**config.mk**
```make
export PLATFORM = sky130hd
export DESIGN_NAME = wrr_sched
export DESIGN_NICKNAME = d
export VERILOG_FILES = /design/src/rtl/wrr_sched.sv
export SDC_FILE = /design/constraint.sdc
export NUM_CORES = 1
export LEC_CHECK = 0
export BUFFER_PORTS_ARGS = -buffer_cell sky130_fd_sc_hd__buf_2
export CAP_MARGIN = 20
export CORE_UTILIZATION = 50
export DETAILED_ROUTE_END_ITERATION = 12
export PLACE_DENSITY = 0.76
export SETUP_SLACK_MARGIN = 0.05
export SLEW_MARGIN = 10
export SYNTH_ARGS = -nofsm -noshare
export SYNTH_HDL_FRONTEND = slang
export SYNTH_SLANG_ARGS = --single-unit
```
**constraint.sdc**
```tcl
create_clock -name clk -period 4.05 [get_ports clk]
set_input_delay 1.215 -clock clk [delete_from_list [all_inputs] [get_ports clk]]
set_output_delay 1.215 -clock clk [all_outputs]
set_load 0.005 [all_outputs]
```
**src/rtl/wrr_sched.sv**
```systemverilog
// wrr_sched: four-requester weighted round-robin scheduler with a programmable per-requester quantum.
// Optional feature macro WRR_LOCK_EN adds a `lock` input that holds the current grant past quantum expiry.
module wrr_sched #(
    parameter int unsigned QW        = 8,
    parameter int unsigned DEFAULT_Q = 10
) (
    input  logic          clk,
    input  logic          rst,
    input  logic          req0,
    input  logic          req1,
    input  logic          req2,
    input  logic          req3,
    input  logic          cfg_we,
    input  logic [1:0]    cfg_idx,
    input  logic [QW-1:0] cfg_q,
`ifdef WRR_LOCK_EN
    input  logic          lock,
`endif
    output logic          gnt0,
    output logic          gnt1,
    output logic          gnt2,
    output logic          gnt3,
    output logic [1:0]    gnt_id,
    output logic          busy
);

    typedef enum logic {
        S_IDLE,
        S_GRANT
    } state_t;

    state_t        r_state;
    logic [QW-1:0] r_q [4];
    logic [QW-1:0] r_cnt;
    logic [1:0]    r_last;
    logic [1:0]    r_gnt_id;
    logic [3:0]    r_gnt;

    logic [3:0]    w_req;
    logic [3:0]    w_elig;
    logic [1:0]    w_scan;
    logic [1:0]    w_win;
    logic          w_win_vld;
    logic          w_hold_req;
    logic          w_expire;
    logic          w_end;

    assign w_req = {req3, req2, req1, req0};

    always_comb begin
        w_elig = '0;
        for (int unsigned i = 0; i < 4; i++) begin
            w_elig[i] = w_req[i] && (r_q[i] != '0);
        end
    end

    // Scan starts just after r_last, so the previous holder is only picked when nobody else is eligible.
    always_comb begin
        w_win_vld = 1'b0;
        w_win     = r_last;
        w_scan    = '0;
        for (int unsigned k = 1; k <= 4; k++) begin
            w_scan = r_last + 2'(k);
            if (!w_win_vld && w_elig[w_scan]) begin
                w_win_vld = 1'b1;
                w_win     = w_scan;
            end
        end
    end

    assign w_hold_req = w_req[r_gnt_id];
`ifdef WRR_LOCK_EN
    assign w_expire   = (r_cnt == '0) && !lock;
`else
    assign w_expire   = (r_cnt == '0);
`endif
    assign w_end      = !w_hold_req || w_expire;

    always_ff @(posedge clk) begin
        if (!rst) begin
            r_state  <= S_IDLE;
            r_gnt    <= '0;
            r_gnt_id <= '0;
            r_cnt    <= '0;
            r_last   <= 2'd3;
            for (int unsigned i = 0; i < 4; i++) begin
                r_q[i] <= QW'(DEFAULT_Q);
            end
        end else begin
            if (cfg_we) begin
                r_q[cfg_idx] <= cfg_q;
            end
            case (r_state)
                S_IDLE: begin
                    if (w_win_vld) begin
                        r_state  <= S_GRANT;
                        r_gnt    <= 4'b0001 << w_win;
                        r_gnt_id <= w_win;
                        r_last   <= w_win;
                        r_cnt    <= r_q[w_win] - 1'b1;
                    end
                end
                S_GRANT: begin
                    if (!w_end) begin
                        if (r_cnt != '0) begin
                            r_cnt <= r_cnt - 1'b1;
                        end
                    end else if (w_win_vld) begin
                        r_gnt    <= 4'b0001 << w_win;
                        r_gnt_id <= w_win;
                        r_last   <= w_win;
                        r_cnt    <= r_q[w_win] - 1'b1;
                    end else begin
                        r_state <= S_IDLE;
                        r_gnt   <= '0;
                    end
                end
                default: begin
                    r_state <= S_IDLE;
                    r_gnt   <= '0;
                end
            endcase
        end
    end

    assign gnt0   = r_gnt[0];
    assign gnt1   = r_gnt[1];
    assign gnt2   = r_gnt[2];
    assign gnt3   = r_gnt[3];
    assign gnt_id = r_gnt_id;
    assign busy   = |r_gnt;

endmodule

```
==> results.json <==
{
  "drive_gt1_frac": 0.165,
  "cts_num_sinks": 49,
  "powerDensity_nw_per_um2": 509,
  "peakVddDrop_mv": 0.264,
  "syn_area_per_cell_um2": 10.2,
  "wl_met3_um": 178,
  "finalClockSkew_ps": 4.16,
  "crit_arrival_ps": 3760,
  "finalHoldViolCount": 0,
  "period_needed_ps": 3550,
  "post_cts_buffers": 0,
  "crit_path_end_kind": "flip-flop",
  "fin_crit_sh": 0.876,
  "wl_met1_um": 2510,
  "cts_tree": "built",
  "min_path_type": "reg -> reg",
  "max_freq_mhz": 282,
  "htreeDepth": 2,
  "synth_commonest_cells": "edfxtp_1 (32), nor2_1 (23), and2_1 (21), nand2_1 (19), dfxtp_1 (17)",
  "yosysMostFrequentCell": "edfxtp_1",
  "grt.total_usage": 0.222,
  "power_mw": 1.49,
  "synth.area.top_cells": "edfxtp_1 (36%), dfxtp_1 (13%), and2_1 (5.0%)",
  "crit_type": "reg -> reg",
  "dr.first_iter.drc_count": 121,
  "synth_ff_type": "edfxtp_1",
  "die_y_um": 74.6,
  "rows": 26,
  "cts_buffer_depth": 2,
  "overflow": 0,
  "maxCapViolCount": 0,
  "num_antenna_cells": 0,
  "holdBufCountCts": 0,
  "fin_nets": 303,
  "tightest_slew_ps": 717,
  "ctsResizeCount": 0,
  "vias": 2026,
  "core_area_um2": 5110,
  "rsz0062_at_grt": "no",
  "relSlewSlack": 0.521,
  "dieArea_um2": 5570,
  "pin_count": 24,
  "synth_edf_count": 32,
  "syn_to_final_growth_pct": 10.6,
  "grt_max_degree": 20,
  "startpoint_type": "flip-flop",
  "top_layer": "met4",
  "wl_met2_um": 2770,
  "seq_area_frac_synth": 0.493,
  "syn_inst": 258,
  "route.detailed.drc": 0,
  "dp_hpwl_um": 4350,
  "async_reset_ff_frac": 0,
  "dp_worst_setup_slack_ps": 328,
  "yosysWarnings": 0,
  "cp.required_ps": 4260,
  "port_buffers": 23,
  "clk_pin_slew_ps": 90,
  "vias_per_cell": 5.72,
  "setup_tns_ps": 0,
  "slew_violations": 0,
  "clkLatencyLatePin_ps": 300,
  "syn-cell-area_um2": 2640,
  "synth.largest_area_cell": "edfxtp_1",
  "first_pass_iters": 5,
  "status": "complete, no violations",
  "cts_inserted_buffers": 5,
  "synth-seq-cells": 49,
  "wire_per_inst_um": 15.7,
  "postLayoutCoreUtil": 0.572,
  "synth_cell_types": 54,
  "mappedNetlistNets": 278,
  "leakage_nw": 1.13,
  "fin_ws_ps": 501,
  "antenna_found_initial": 0,
  "die_w_um": 74.6,
  "drtAntennaViolNets": 0,
  "cp_max_fo": 19,
  "setup_viol": 0,
  "root_buffer": "clkbuf_8",
  "wl_um": 5570,
  "gp_congestion": 0.913,
  "grt_pass1_wl_um": 9060,
  "yosysTopAreaCellShare": 0.364,
  "grt_pass1_vias": 1913,
  "initial_core_util": 0.517
}
power breakdown:
| group | internal (mW) | switching, mW | total [mW] |
|---|---|---|---|
| logic | 0.222 | 0.293 | 0.515 |
| clock network | 0.123 | 0.173 | 0.296 |
| registers | 0.610 | 0.0663 | 0.676 |
| total | 0.955 | 0.532 | 1.49 |
cells by family after synthesis:
| logic type | after synthesis | share of synthesized area |
|---|---|---|
| simple gates | 111 | 0.226 |
| compound gates | 62 | 0.176 |
| flops | 49 | 0.493 |
| buf+inv | 18 | 0.0289 |
| mux | 11 | 0.0484 |
| xor+xnor | 4 | 0.0133 |
| fa+ha+maj | 3 | 0.0142 |
cells in the final DEF (no fill, tap or decap), types with 3 or more instances in the layout:
master,count
a31oi_1,5
buf_4,4
nand3_1,4
buf_2,23
ha_1,3
nand4_1,3
mux2i_1,6
o211ai_1,5
or4_1,8
mux2_2,4
a21oi_1,11
nand2_1,19
and2_1,21
dfxtp_1,17
nand2b_1,10
a22oi_1,3
inv_1,9
and3_1,8
nor3_1,5
o21ai_0,9
edfxtp_1,32
nor2_1,23
clkbuf_8,5
flip-flops by register name (all words and copies together) (netlist names):
register	count
gnt_id	2
r_cnt	8
r_gnt	4
r_last	2
r_q	32
r_state	1
per-layer routing:
metal	track usage	vias to the layer above
li1	-	1021
met1	0.279	951
met2	0.382	46
met3	0.0415	8
met4	0.0839	0
met5	0	-
area by class of cell:
class,count,area (um2)
clock buffer,5,68.8
clock inverter,3,21.3
fill,456,2190
inverter,9,33.8
multi-input combinational,191,1260
sequential,49,1300
tap,70,87.6
timing repair buffer,27,145
through the flow:
step,std cells,hold WS [ps],cell area (um2)
floorplan,258,456,2640
global placement,346,449,2830
detailed placement,346,460,2830
CTS,354,472,2920
global route,354,491,2920
finish,354,472,2920
final timing paths:
kind | from | endpoint | slack [ps] | cells after the start
hold reg to reg | r_gnt[0] | r_gnt[0] | 470 | 2
hold / removal | r_gnt[0] | r_gnt[0] | 470 | 2
setup / recovery | r_q[0][5] | r_cnt[6] | 500 | 10
setup reg to reg | r_q[0][5] | r_cnt[6] | 500 | 10
worst max-delay path, stage by stage (launching register included):
cell and delay, ps:
edfxtp_1 400, or4_1 590, o21ai_2 320, a2bb2oi_1 210
o32a_1 650, mux2i_1 260, mux2_2 220, ha_1 200
nand4_1 110, xor2_1 170, a2111oi_2 340
No activity file was read; power rests on OpenSTA's default activity.
